--- src/rtl/mem_access_arbiter.sv ---
// Memory-access controller: routes one read request to a bank ROM,
// issues pipelined word reads and packs them into one wide response.
module mem_access_arbiter #(
    parameter int NUM_CH    = 2,
    parameter int ADDR_W    = 32,
    parameter int MEM_W     = 16,
    parameter int BEATS_MAX = 3,
    parameter int MEM_LAT   = 1,
    localparam int CH_W     = (NUM_CH > 1) ? $clog2(NUM_CH) : 1,
    localparam int LEN_W    = (BEATS_MAX > 1) ? $clog2(BEATS_MAX) : 1,
    localparam int DATA_W   = BEATS_MAX * MEM_W
) (
    input  logic                    CLK,
    input  logic                    RESET_N,
    input  logic                    REQ_VALID,
    output logic                    REQ_READY,
    input  logic [CH_W-1:0]         REQ_CH,
    input  logic [ADDR_W-1:0]       REQ_ADDR,
    input  logic [LEN_W-1:0]        REQ_LEN,
    output logic                    RSP_VALID,
    input  logic                    RSP_READY,
    output logic [DATA_W-1:0]       RSP_DATA,
    output logic                    RSP_ERR,
    output logic [NUM_CH-1:0]       MEM_EN,
    output logic [ADDR_W-1:0]       MEM_ADDR,
    input  logic [NUM_CH*MEM_W-1:0] MEM_RDATA
);

    localparam logic [LEN_W-1:0] LAST_MAX = LEN_W'(BEATS_MAX - 1);

    typedef enum logic [1:0] {
        S_IDLE,
        S_ISSUE,
        S_WAIT,
        S_RESP
    } state_t;

    state_t state;
    state_t state_nx;

    logic              rdy_q;
    logic [CH_W-1:0]   ch_q;
    logic [LEN_W-1:0]  last_q;
    logic [LEN_W-1:0]  beat_q;
    logic [ADDR_W-1:0] addr_q;
    logic [NUM_CH-1:0] en_q;
    logic              err_q;
    logic [DATA_W-1:0] data_q;

    logic [MEM_LAT-1:0] pv;
    logic [LEN_W-1:0]   pi [MEM_LAT];

    logic              accept;
    logic              ch_ok;
    logic              cap;
    logic              cap_last;
    logic [LEN_W-1:0]  req_last;
    logic [MEM_W-1:0]  bank_rd [NUM_CH];
    logic [MEM_W-1:0]  rd_word;

    assign ch_ok    = (32'(REQ_CH) < NUM_CH);
    assign req_last = (REQ_LEN > LAST_MAX) ? LAST_MAX : REQ_LEN;
    assign accept   = REQ_VALID && REQ_READY;
    assign cap      = pv[MEM_LAT-1];
    assign cap_last = cap && (pi[MEM_LAT-1] == last_q);

    always_comb begin
        for (int k = 0; k < NUM_CH; k++) begin
            bank_rd[k] = MEM_RDATA[k*MEM_W +: MEM_W];
        end
    end

    assign rd_word = bank_rd[ch_q];

    always_ff @(posedge CLK or negedge RESET_N) begin
        if (!RESET_N) begin
            state <= S_IDLE;
        end else begin
            state <= state_nx;
        end
    end

    always_comb begin
        state_nx = state;
        unique case (state)
            S_IDLE: begin
                if (accept) begin
                    state_nx = ch_ok ? S_ISSUE : S_RESP;
                end
            end
            S_ISSUE: begin
                if (beat_q == last_q) begin
                    state_nx = S_WAIT;
                end
            end
            S_WAIT: begin
                if (cap_last) begin
                    state_nx = S_RESP;
                end
            end
            S_RESP: begin
                if (RSP_READY) begin
                    state_nx = S_IDLE;
                end
            end
            default: state_nx = S_IDLE;
        endcase
    end

    always_comb begin
        REQ_READY = rdy_q && (state == S_IDLE);
        RSP_VALID = (state == S_RESP);
        RSP_ERR   = err_q && (state == S_RESP);
        RSP_DATA  = data_q;
        MEM_EN    = en_q;
        MEM_ADDR  = addr_q;
    end

    // The valid/beat shift pipe tracks reads in flight so issue never waits on latency
    always_ff @(posedge CLK or negedge RESET_N) begin
        if (!RESET_N) begin
            rdy_q  <= 1'b0;
            ch_q   <= '0;
            last_q <= '0;
            beat_q <= '0;
            addr_q <= '0;
            en_q   <= '0;
            err_q  <= 1'b0;
            data_q <= '0;
            pv     <= '0;
            for (int j = 0; j < MEM_LAT; j++) begin
                pi[j] <= '0;
            end
        end else begin
            rdy_q <= 1'b1;
            pv[0] <= |en_q;
            pi[0] <= beat_q;
            for (int j = 1; j < MEM_LAT; j++) begin
                pv[j] <= pv[j-1];
                pi[j] <= pi[j-1];
            end
            if (cap) begin
                data_q[32'(pi[MEM_LAT-1])*MEM_W +: MEM_W] <= rd_word;
            end
            if (accept) begin
                ch_q   <= REQ_CH;
                addr_q <= REQ_ADDR;
                last_q <= req_last;
                beat_q <= '0;
                err_q  <= !ch_ok;
                data_q <= '0;
                en_q   <= ch_ok ? (NUM_CH'(1) << REQ_CH) : '0;
            end else if (state == S_ISSUE) begin
                if (beat_q == last_q) begin
                    en_q <= '0;
                end else begin
                    beat_q <= beat_q + LEN_W'(1);
                    addr_q <= addr_q + ADDR_W'(1);
                end
            end
        end
    end

endmodule

--- config.mk ---
export PLATFORM = sky130hd
export DESIGN_NAME = mem_access_arbiter
export DESIGN_NICKNAME = d
export VERILOG_FILES = /design/src/rtl/mem_access_arbiter.sv
export SDC_FILE = /design/constraint.sdc
export NUM_CORES = 1
export LEC_CHECK = 0
export CORE_MARGIN = 8
export CORE_UTILIZATION = 30
export DETAILED_ROUTE_END_ITERATION = 10
export PLACE_DENSITY_LB_ADDON = 0.3
export SYNTH_ARGS = -nofsm -noshare
export SYNTH_HDL_FRONTEND = slang
export SYNTH_SLANG_ARGS = --single-unit
--- constraint.sdc ---
create_clock -name CLK -period 6.5 [get_ports CLK]
set_input_delay 0.65 -clock CLK [delete_from_list [all_inputs] [get_ports CLK]]
set_output_delay 0.65 -clock CLK [all_outputs]
set_load 0.005 [all_outputs]
-- After elaboration in Yosys (flattened, before gate mapping)
Cells that the tools add are included.
W data, S select, Z words.
- shift operators: 3
- reductions and logical operators: 11
- bitwise gates (word level): 1
- muxes and demuxes: 21
- multiply operators: 0
- equality and inequality tests: 10
- divide/modulo/power cells: 0
- order comparisons: 2
- add/subtract/negate cells: 3
- operators with widths (operator ; number):
    $mux W32 ; 3
    $mux W48 ; 2
    $bwmux W48 ; 1
    $mux W16 ; 3
    $shift A16 B34 Y48 const A ; 1
    $shiftx A16 B34 Y48 ; 1
    $neg A6 Y34 ; 1
    $add A32 B1 Y32 const B ; 1
    $mux W2 ; 11
    $ne A2 B2 Y1 const B ; 4
    $pmux W2 S4 ; 1
    $reduce_bool A2 Y1 ; 3
    $eq A2 B2 Y1 ; 2
    $eq A2 B2 Y1 const B ; 2
    $reduce_and A2 Y1 ; 2
    $reduce_and A4 Y1 ; 1
    $logic_and A1 B1 Y1 ; 3
    $add A2 B1 Y2 const B ; 1
    $eq A2 B1 Y1 const B ; 1
    $ge A2 B2 Y1 const B ; 1
    $gt A2 B2 Y1 const B ; 1
    $logic_not A2 Y1 ; 1
    $ne A2 B1 Y1 const B ; 1
    $not A1 Y2 ; 1
    2 further kinds ; 2
- word-level logic and storage cells: 61
- output and inout bits: 85
- memories: 0
- bits in latches: 0
- bits in read-only memories: 0
- bits in registers: 93
- input port bits: 71
- bits in writable memories: 0

-- Logic depth before layout (Yosys ltp)
- depth after elaboration: 8
- mapped depth: 8
- gate-level depth less buffers: 7

-- Worst setup path after synthesis
Ideal clock, no wire load.
- path type: register to register
- start: register state[0]
- end: register data_q[16] (netlist: RSP_DATA[16])
- required time: 6.367 ns
- period minus slack after synthesis: 2.035 ns
- cell stages (with the launch flop): 9
- path buffers: 2
- arrival: 1.902 ns
- library setup time: 0.133 ns
- setup slack: 4.465 ns
- cells stage by stage: dfrtp_1 inv_1 ha_1 and3_1 clkbuf_1 a21oi_1 nand4b_1 clkbuf_1 o21ai_0
- cells in the longest elaborated chain, start to end: 4
- elaborated cells between the ends (all ways): 5
- those cells by class: 1 x mux; 4 x reduce/logical
- ends and longest elaborated chain (element ; line ; text):
    start: declaration ; 38 ; state_t state;
    start signal: assignment ; 79 ; state <= state_nx;
    $logic_not A2 Y1 * ; 111 ; REQ_READY = rdy_q && (state == S_IDLE);
    $logic_and A1 B1 Y1 * ; 111 ;
    $logic_and A1 B1 Y1 * ; 63 ; assign accept = REQ_VALID && REQ_READY;
    $mux W48 or $reduce_bool A2 Y1 (tied branches) ; -- ;
    end signal: indexed assignment ; 143 ; data_q[32'(pi[MEM_LAT-1])*MEM_W +: MEM_W] <= rd_word;
    end: declaration ; 48 ; logic [DATA_W-1:0] data_q;
Mark *: on every way between the ends. The rest lies on a longest branch, timed or not.
A chain may end at the register's enable or synchronous reset.

-- Final worst setup path
- start: register state[0]
- end: register data_q[25] (netlist: RSP_DATA[25])
Same word-level chain as after synthesis.

==> results.json <==
{
  "n_antenna_cell": 0,
  "drtIter0Drc": 269,
  "track_usage_pct": 14.2,
  "grt_antenna_before_repair": 1,
  "cts.sinks": 93,
  "area_delta_synth_final_pct": 44.8,
  "crit_chain": "inv_1 -> ha_1 -> and3_2 -> buf_4 -> a21oi_1 -> nand4b_1 -> o21ai_0",
  "clock_path_buffers": 2,
  "post-cts-setup-buffers": 0,
  "die_area_um2": 19000,
  "synth_nets": 537,
  "min_period_ns": 3.09,
  "worst-path-buf-inv": 2,
  "critPathKind": "register to register",
  "synth-async-reset-ratio_pct": 100,
  "hold_buffers": 0,
  "grt_pass1_wl_mm": 21.1,
  "final_common_cell": "clkdlybuf4s50_1",
  "rr_startpoint": "state[0]$_DFFE_PN0P_",
  "worst-path-max-fanout": 64,
  "hold_class": "input pin to asynchronous set/reset pin",
  "synth_largest_area_cell": "dfrtp_1",
  "cts_root_buf": "clkbuf_16",
  "nets": 687,
  "die_y_um": 138,
  "final_layout_size_suffix_gt1_share_pct": 5.89,
  "core_area_um2": 14500,
  "cts_resized": 0,
  "drc": 0,
  "insertion_delay_ns": 0.35,
  "yosysWarnings": 0,
  "cts_tree": "built",
  "fin_crit_sh_pct": 47.6,
  "htreeDepth": 3,
  "port_buffers": 154,
  "cpMaxStageDelayCell": "a21oi_1",
  "fin_cells": 795,
  "grt.overflow.total": 0,
  "reg2reg_setup_slack_ns": 3.41,
  "synth_area_leaders": "dfrtp_1 (52%), nand2_1 (8.6%), o21ai_0 (7.3%)",
  "syn_area_per_cell_um2": 9.75,
  "final-max-slew-violation-count": 0,
  "drt-total-wl_mm": 13.7,
  "synth_edf_count": 0,
  "max_freq_ghz": 0.323,
  "max_slew.worst_pin.slew_ns": 1.24,
  "synth_top_area_share_pct": 52.2,
  "end_kind": "register",
  "dieWidth_um": 138,
  "status": "finished, final reports clean",
  "avgViaCountPerCell": 4.82,
  "yosysSeqAreaShare_pct": 52.2,
  "hold-worst-slack_ns": 0.182,
  "firstDrtPassIters": 6,
  "final_cell_mix": "clkdlybuf4s50_1 (153), nand2_1 (102), dfrtp_1 (93), o21ai_0 (65), xnor2_1 (33)",
  "setup_viol": 0,
  "row_count": 44,
  "ys_ff_latch": 93,
  "cp.arrival_ns": 3.30,
  "placed_area_um2": 6180,
  "cp-start-kind": "register",
  "wl_per_cell_um": 17.2,
  "io_pins": 156,
  "leakagePower_nw": 2.54,
  "netlist_instances": 457,
  "power_mw": 2.66,
  "stdcell_area_um2": 6450,
  "grt_max_degree": 72,
  "dp.cells": 780,
  "clkTransAtPathRegs_ns": 0.07,
  "drtAntennaViolNets": 0,
  "numCtsBuffers": 9,
  "cp_top_family": "compound AO/OA/AOI/OAI gates",
  "max_cap_violations": 0,
  "synthFlopType": "dfrtp_1",
  "power.ir.vdd_worst_mv": 0.192,
  "skew_ns": 0.00974,
  "rsz0062_at_grt": "false",
  "dpl.hpwl_mm": 10.3,
  "place_congestion": 0.799,
  "start_util_pct": 30.7,
  "p_per_area_nw_per_um2": 411,
  "grt_pass1_vias": 4033,
  "hold_viol_final": 0,
  "synth.cell_area_um2": 4460,
  "max-slew-margin-rel_pct": 17.5,
  "ys_types": 40,
  "worst_r2r_endpoint": "RSP_DATA[25]$_DFFE_PN0P_",
  "ff2ff_path_depth": 7,
  "cp_data_required_time_ns": 6.70,
  "fin_tns_setup_ns": 0,
  "cp_slowest_stage_delay_ns": 1.01,
  "routed-via-count": 3830
}
[how the worst max path moves through the flow]
stage / depth (start not counted) / from / slack, ns / to
2_1_floorplan: 8 / state[0]$_DFFE_PN0P_ / 4.47 / RSP_DATA[16]$_DFFE_PN0P_
3_3_place_gp: 6 / REQ_VALID / 3.21 / RSP_DATA[28]$_DFFE_PN0P_
3_5_place_dp: 6 / REQ_VALID / 3.05 / RSP_DATA[25]$_DFFE_PN0P_
4_1_cts: 7 / state[0]$_DFFE_PN0P_ / 3.34 / RSP_DATA[25]$_DFFE_PN0P_
5_1_grt: 7 / state[0]$_DFFE_PN0P_ / 3.12 / RSP_DATA[19]$_DFFE_PN0P_
6_report: 7 / state[0]$_DFFE_PN0P_ / 3.41 / RSP_DATA[25]$_DFFE_PN0P_
[cell type report]
cell class                 instances  area [um^2]
clock buffer                       9          225
clock inverter                     6         46.3
fill                            1366         8080
inverter                          10         37.5
multi-input combinational        335         2020
sequential                        93         2330
tap                              184          230
timing repair buffer             158         1570
[Yosys cell counts, drive strengths merged, types with 7 or more instances]
cell type	number
inv	10
nand3	14
nor2	12
mux2i	16
xnor2	33
a21oi	7
o21ai	77
ha	9
clkbuf	14
nor3	16
nand2	102
dfrtp	93
[power by group]
part | total, mW | internal (mW) | switching, mW
Sequential | 1.05 | 0.794 | 0.255
Combinational | 1.11 | 0.614 | 0.495
Clock | 0.498 | 0.261 | 0.238
[state kept, by name, summed over array words and instances (netlist names)]
signal and count:
cap 1, RSP_DATA 48, last_q 2, ch_q 1
beat_q 2, MEM_EN 2, rdy_q 1, pi 2
state 2, MEM_ADDR 32
[layer usage]
metal	share of wire (%)	vias to the layer above	track usage [%]
met4	1.4	2	5.01
li1	-	1856	-
met3	12	17	5.62
met2	42	161	21.9
met5	0.095	-	0
met1	44	1794	17.8
[logic make-up after synthesis]
| kind of cell | count (synthesis) | share of synthesized area [%] |
|---|---|---|
| AND/OR/NAND/NOR | 175 | 18.6 |
| adder cells (fa/ha/maj) | 9 | 2.53 |
| AO/OA/AOI/OAI | 94 | 12.3 |
| other | 2 | 0.168 |
| flip-flops | 93 | 52.2 |
| multiplexers | 17 | 3.84 |
| XOR/XNOR | 38 | 7.80 |
| buffers and inverters | 29 | 2.55 |
[through the flow]
stage	utilization, %	setup WS [ns]
final	44.4	3.41
after global routing	44.4	3.12
after CTS	44.4	3.34
after detailed placement	42.5	3.05
after global placement	42.5	3.21
after floorplan	-	4.47
Note: power is estimated with default switching activity, not from simulation.
